### config.mk
export PLATFORM = sky130hd
export DESIGN_NAME = extram_arbiter
export DESIGN_NICKNAME = d
export VERILOG_FILES = /design/src/rtl/extram_arbiter.sv
export SDC_FILE = /design/constraint.sdc
export NUM_CORES = 1
export LEC_CHECK = 0
export ABC_CLOCK_PERIOD_IN_PS = 2250
export CAP_MARGIN = 20
export CORE_MARGIN = 10
export CORE_UTILIZATION = 41
export CTS_CLUSTER_SIZE = 12
export DETAILED_ROUTE_END_ITERATION = 7
export HOLD_SLACK_MARGIN = 0.06
export PLACE_DENSITY = 0.8
export SLEW_MARGIN = 40
export SYNTH_ARGS = -nofsm -noshare
export SYNTH_HDL_FRONTEND = slang
export SYNTH_SLANG_ARGS = --single-unit
export TNS_END_PERCENT = 5
### constraint.sdc
create_clock -name clk40_i -period 2.25 [get_ports clk40_i]
set_input_delay 0.3375 -clock clk40_i [delete_from_list [all_inputs] [get_ports clk40_i]]
set_output_delay 0.3375 -clock clk40_i [all_outputs]
set_load 0.05 [all_outputs]
### src/rtl/extram_arbiter.sv
`default_nettype none
// ============================================================================
// Module      : extram_arbiter
// Description : Round-robin arbiter for two CPUs sharing one asynchronous SRAM.
//               Registered strobes; SETUP / ACCESS(WAIT_CYCLES) / DONE cycle.
// Revision    : 1.0 - initial release
// ============================================================================
module extram_arbiter #(
    parameter int WAIT_CYCLES = 2,
    parameter int BANKED      = 1
) (
    input  logic        clk40_i,
    input  logic        reset_n_i,
    input  logic        req0_i,
    input  logic        req1_i,
    input  logic        we0_i,
    input  logic        we1_i,
    input  logic [15:0] addr0_i,
    input  logic [15:0] addr1_i,
    input  logic [7:0]  wdata0_i,
    input  logic [7:0]  wdata1_i,
    output logic        ack0_o,
    output logic        ack1_o,
    output logic [7:0]  rdata_o,
    output logic [18:0] addr_o,
    output logic [7:0]  data_o,
    output logic        data_oe_o,
    input  logic [7:0]  data_i,
    output logic        cen_n_o,
    output logic        oen_n_o,
    output logic        wen_n_o,
    output logic        grant_o,
    output logic        busy_o
);

    localparam logic [3:0] c_WAIT_LOAD = 4'(WAIT_CYCLES - 1);

    typedef enum logic [1:0] {
        S_IDLE   = 2'd0,
        S_SETUP  = 2'd1,
        S_ACCESS = 2'd2,
        S_DONE   = 2'd3
    } state_t;

    state_t      r_state;
    state_t      w_state_nxt;
    logic [3:0]  r_cnt;
    logic [3:0]  w_cnt_nxt;
    logic        r_last_grant;
    logic        r_we;

    logic        w_winner;
    logic        w_win_we;
    logic [15:0] w_win_addr;
    logic [7:0]  w_win_wdata;
    logic        w_bank;
    logic        w_latch;
    logic        w_capture;
    logic        w_cen_nxt;
    logic        w_oen_nxt;
    logic        w_wen_nxt;
    logic        w_oe_nxt;
    logic        w_ack0_nxt;
    logic        w_ack1_nxt;

    // On a tie the requester that was not served last time wins.
    assign w_winner    = (req0_i && req1_i) ? ~r_last_grant : req1_i;
    assign w_win_we    = w_winner ? we1_i    : we0_i;
    assign w_win_addr  = w_winner ? addr1_i  : addr0_i;
    assign w_win_wdata = w_winner ? wdata1_i : wdata0_i;

    generate
        if (BANKED != 0) begin : g_banked
            assign w_bank = w_winner;
        end else begin : g_flat
            assign w_bank = 1'b0;
        end
    endgenerate

    // Strobe values are computed for the state being entered and registered,
    // so every SRAM control pin comes straight from a flop.
    always_comb begin
        w_state_nxt = r_state;
        w_cnt_nxt   = r_cnt;
        w_latch     = 1'b0;
        w_capture   = 1'b0;
        w_cen_nxt   = 1'b1;
        w_oen_nxt   = 1'b1;
        w_wen_nxt   = 1'b1;
        w_oe_nxt    = 1'b0;
        w_ack0_nxt  = 1'b0;
        w_ack1_nxt  = 1'b0;
        case (r_state)
            S_IDLE: begin
                if (req0_i || req1_i) begin
                    w_state_nxt = S_SETUP;
                    w_latch     = 1'b1;
                    w_cen_nxt   = 1'b0;
                    w_oe_nxt    = w_win_we;
                end
            end
            S_SETUP: begin
                w_state_nxt = S_ACCESS;
                w_cnt_nxt   = c_WAIT_LOAD;
                w_cen_nxt   = 1'b0;
                w_oen_nxt   = r_we;
                w_wen_nxt   = ~r_we;
                w_oe_nxt    = r_we;
            end
            S_ACCESS: begin
                w_cen_nxt = 1'b0;
                w_oe_nxt  = r_we;
                if (r_cnt == 4'd0) begin
                    w_state_nxt = S_DONE;
                    w_capture   = ~r_we;
                    w_ack0_nxt  = ~grant_o;
                    w_ack1_nxt  = grant_o;
                end else begin
                    w_cnt_nxt = r_cnt - 4'd1;
                    w_oen_nxt = r_we;
                    w_wen_nxt = ~r_we;
                end
            end
            S_DONE: begin
                w_state_nxt = S_IDLE;
            end
            default: begin
                w_state_nxt = S_IDLE;
            end
        endcase
    end

    always_ff @(posedge clk40_i or negedge reset_n_i) begin
        if (!reset_n_i) begin
            r_state <= S_IDLE;
            r_cnt   <= 4'd0;
        end else begin
            r_state <= w_state_nxt;
            r_cnt   <= w_cnt_nxt;
        end
    end

    always_ff @(posedge clk40_i or negedge reset_n_i) begin
        if (!reset_n_i) begin
            cen_n_o      <= 1'b1;
            oen_n_o      <= 1'b1;
            wen_n_o      <= 1'b1;
            data_oe_o    <= 1'b0;
            ack0_o       <= 1'b0;
            ack1_o       <= 1'b0;
            addr_o       <= 19'd0;
            data_o       <= 8'd0;
            rdata_o      <= 8'd0;
            grant_o      <= 1'b0;
            busy_o       <= 1'b0;
            r_last_grant <= 1'b1;
            r_we         <= 1'b0;
        end else begin
            cen_n_o   <= w_cen_nxt;
            oen_n_o   <= w_oen_nxt;
            wen_n_o   <= w_wen_nxt;
            data_oe_o <= w_oe_nxt;
            ack0_o    <= w_ack0_nxt;
            ack1_o    <= w_ack1_nxt;
            busy_o    <= (w_state_nxt != S_IDLE);
            if (w_latch) begin
                r_we         <= w_win_we;
                r_last_grant <= w_winner;
                grant_o      <= w_winner;
                addr_o       <= {2'b00, w_bank, w_win_addr};
                if (w_win_we) begin
                    data_o <= w_win_wdata;
                end
            end
            if (w_capture) begin
                rdata_o <= data_i;
            end
        end
    end

endmodule
`default_nettype wire

==> impl_summary.txt, run 1 <==
----------------------------------------------------
[CTS]
  Clock Path Buffers ... 2
  Hold-fix buffer count after cts ... 0
  Later-pin clock latency in the skew report ... 0.30 ns
  # Post-CTS Setup Buffers ... 0
  H-tree Lvls ... 2
  Num CTS Buffers ... 5
  Sink count of the clock tree ... 48
  Clock transition at the registers of the reported paths ... 0.09 ns
  Root Buffer ... clkbuf_8
  Post-CTS Resized ... 0
  CTS tree ... built

[Placed design]
  Post-detailed-placement half-perimeter wirelength ... 4.55 mm
  Global placement routability congestion ... 0.790
  Instance area after placement ... 0.00331 mm^2
  Post-Place Cells ... 355
  Worst-case setup slack after placement ... 0.0970 ns
  Total of buffers placed on input and output ports ... 102

[Critical path]
  Required time of the critical path ... 1.91 ns
  Critical Path Start Type ... register
  CP max-delay cell ... clkdlybuf4s50_1
  Crit-path cells ... clkdlybuf4s50_1
  Buf/Inv on CP ... 1
  Worst reg2reg path depth ... 5
  Setup slack on the worst flop-to-flop path ... 0.36 ns
  Worst Path Arrival ... 1.63 ns
  Biggest cell delay along the critical path ... 0.81 ns
  Critical path type ... reg2out
  Critical path endpoint category ... primary output
  Worst setup startpoint ... oen_n_o
  Terminus of the critical flop-to-flop path ... data_o[0]
  Timing endpoint of the critical path ... oen_n_o
  Path length in cells of the critical path ... 1
  Critical Path Fanout Max ... 1
  FF-to-FF Start ... r_state[0]
  Kind of cell adding the most delay to the critical path ... buffers and inverters

[STA]
  Minimum hold slack ... 0.121 ns
  Final Hold Viols ... 0
  Fin crit period ... 1.97 ns
  Period utilisation layout ... 0.874
  Slew Limit Headroom ... 0.611
  Slew at the pin closest to its max-slew limit ... 0.583 ns
  Setup repair after global routing missed its margin ... false
  Slew Viols, Final ... 0
  Max Clock Skew ... 0.00446 ns
  Highest clock frequency the design can meet ... 509 MHz
  Final-layout setup total negative slack ... 0 ns
  Total setup violations reported at the end of the flow ... 0
  Setup slack of the critical path after layout ... 0.284 ns

[Power]
  Gate power share ... 0.595
  Power per standard cell area ... 1550 mW/mm^2
  Switching fraction of total power ... 0.473
  Max IR drop VDD ... 859 uV
  Share of total power in sequential cells ... 0.289
  Internal power ... 2.80 mW
  Part of the power in the clock network ... 0.116
  Leakage component of the power ... 1.51 nW
  Total net switching power ... 2.52 mW

[Final layout]
  Antenna cells ... 0
  Layout Cells excl Fill ... 363
  Fraction of layout cells with a size suffix above 1 ... 0.157
  Layout Nets ... 360
  Area growth from synthesis to layout ... 53.0%
  Final non-filler cell area ... 0.00342 mm^2

[Yosys]
  Average instance area after synthesis ... 11.9 um^2
  Syn Std Cell Area ... 0.00224 mm^2
  Number of standard cells after synthesis ... 188
  Post-synth EDFFs ... 0
  Primary FF master, synth ... dfrtp_1
  Share of flip-flops with an asynchronous set or reset ... 1.00
  Proportion of synthesized chip area in sequential cells ... 0.539
  Number of synthesized register bits ... 48
  Number of different library cells in the post-synthesis netlist ... 40
  Warnings, synthesis ... 0

[Global route]
  Fraction of met1 tracks used by global routing ... 0.149
  Most Used Layer, Global Route ... met2
  Met2 Usage GRT ... 0.207
  Overall track demand over capacity in global routing ... 0.128
  Met3 Resource Use GR ... 0.0584
  First-pass GRT wire length ... 9.11 mm
  Maximum number of pins on one net before global-route repair ... 49
  Number of antenna violations at the first check in global routing ... 0
  Remaining global-route overflow ... 0
  Number of global-route vias before repair ... 1867

[Floorplanning]
  Die Footprint ... 0.00882 mm^2
  Row count ... 26
  Die Y-Extent ... 93.9 um
  Floorplan core area ... 0.00520 mm^2
  Horizontal die dimension ... 93.9 um
  Starting Density ... 0.430
  IO Pins ... 105

[Job]
  Maximum Capacitance Violations ... 0

[Min path]
  Hold WC Path Type ... in2async

[Routing]
  Detailed-route wire length ... 5.66 mm
  DRT antenna net count ... 0
  Detailed Routing Iterations Pass 1 ... 2
  Routed vias ... 1729
  DR DRC count ... 0
  Detailed-route wire length per cell ... 15.6 um
  Vias/cell ... 4.76
  Detailed Route Iter0 Violations ... 61

[Status]
  Result of the run ... complete, no violations

----------------------------------------------------
flip-flops by register name, indices dropped and copies added, names as in the netlist, 2 cells and up:
name     flops
r_cnt        4
data_o       8
rdata_o      8
r_state      2
addr_o      16
layout make-up:
type                            instances  area (um^2)
Fill cell                             429         1780
Sequential cell                        48         1210
Timing Repair Buffer                  107         1050
Multi-Input combinational cell        122          936
Tap cell                               70         87.6
Clock buffer                            5         68.8
Clock inverter                          3         42.5
Inverter                                8         30.0
cell usage in the layout, fill, tap and decap left out, drive strengths merged, types with 2 or more instances in the layout:
| cell type | n |
|---|---|
| clkdlybuf4s50 | 101 |
| dfrtp | 44 |
| mux2 | 24 |
| nand2 | 22 |
| o21ai | 22 |
| mux2i | 17 |
| inv | 8 |
| ha | 6 |
| buf | 6 |
| clkbuf | 5 |
| dfstp | 4 |
| nor2 | 4 |
| a21boi | 2 |
| and2 | 2 |
| conb | 2 |
cell usage after synthesis, types with 2 or more instances:
master,count,area (um^2)
mux2i_1,17,170
and2_1,2,12.5
ha_1,6,75.1
dfstp_2,4,105
buf_2,2,10.0
dfrtp_1,44,1100
clkbuf_1,3,11.3
inv_1,8,30.0
mux2_2,22,248
buf_6,2,22.5
o21ai_0,21,105
mux2_4,2,30.0
nor2_1,3,11.3
buf_4,4,30.0
a21boi_0,2,15.0
nand2_1,22,82.6
power by group through the flow:
| stage | clock, mW | sequential, mW | combinational [mW] |
|---|---|---|---|
| 2_1_floorplan | 0 | 2.74 | 0.934 |
| 3_3_place_gp | 0 | 1.54 | 3.16 |
| 3_5_place_dp | 0 | 1.56 | 3.21 |
| 4_1_cts | 0.632 | 1.54 | 3.21 |
| 5_1_grt | 0.681 | 1.59 | 3.38 |
| 6_report | 0.618 | 1.54 | 3.17 |
logic make-up after synthesis:
kind of cell,count (synthesis),share of synthesized area
AOI/OAI and AO/OA,36,0.0995
xor gates and xnor gates,1,0.00391
adders and majority gates,6,0.0335
buffers and inverters,19,0.0464
DFF,48,0.539
muxes,41,0.200
other,1,0.00168
and+or+nand+nor,36,0.0760
per-stage QoR:
step           power (mW)   util
4_1_cts              5.39  0.658
6_report             5.32  0.658
3_5_place_dp         4.76  0.637
2_1_floorplan        3.67      -
5_1_grt              5.65  0.658
3_3_place_gp         4.70  0.637
worst min-delay path by stage:
stage               cells past startpoint    endpoint  slack (ns)      start
global placement                        2   addr_o[8]        0.46  addr_o[8]
detailed placement                      2   addr_o[0]        0.47  addr_o[0]
finish                                  2  rdata_o[3]        0.12  reset_n_i
global route                            2  rdata_o[3]        0.15  reset_n_i
floorplan                               0      ack0_o        0.04  reset_n_i
CTS                                     2  rdata_o[3]        0.14  reset_n_i
per-layer routing:
layer / vias to the layer above / share of wire
li1: 853 / -
met1: 799 / 0.43
met2: 71 / 0.47
met3: 6 / 0.093
met4: 0 / 0.010
met5: - / 0
Note: power is estimated with default switching activity, not from simulation.
==> inputs of run 2 (changes only) <==
--- a/config.mk
+++ b/config.mk
@@ -9,7 +9,7 @@
 export CAP_MARGIN = 20
 export CORE_MARGIN = 10
 export CORE_UTILIZATION = 41
-export CTS_CLUSTER_SIZE = 12
+export CTS_CLUSTER_SIZE = 25
 export DETAILED_ROUTE_END_ITERATION = 7
 export HOLD_SLACK_MARGIN = 0.06
 export PLACE_DENSITY = 0.8
==> results of run 2 <==
Final layout, timing and power as in run 1 (identical DEF).
==> inputs of run 3 (changes only) <==
--- a/config.mk
+++ b/config.mk
@@ -17,4 +17,3 @@
 export SYNTH_ARGS = -nofsm -noshare
 export SYNTH_HDL_FRONTEND = slang
 export SYNTH_SLANG_ARGS = --single-unit
-export TNS_END_PERCENT = 5
==> results of run 3 <==
Final layout, timing and power as in run 1 (identical DEF).
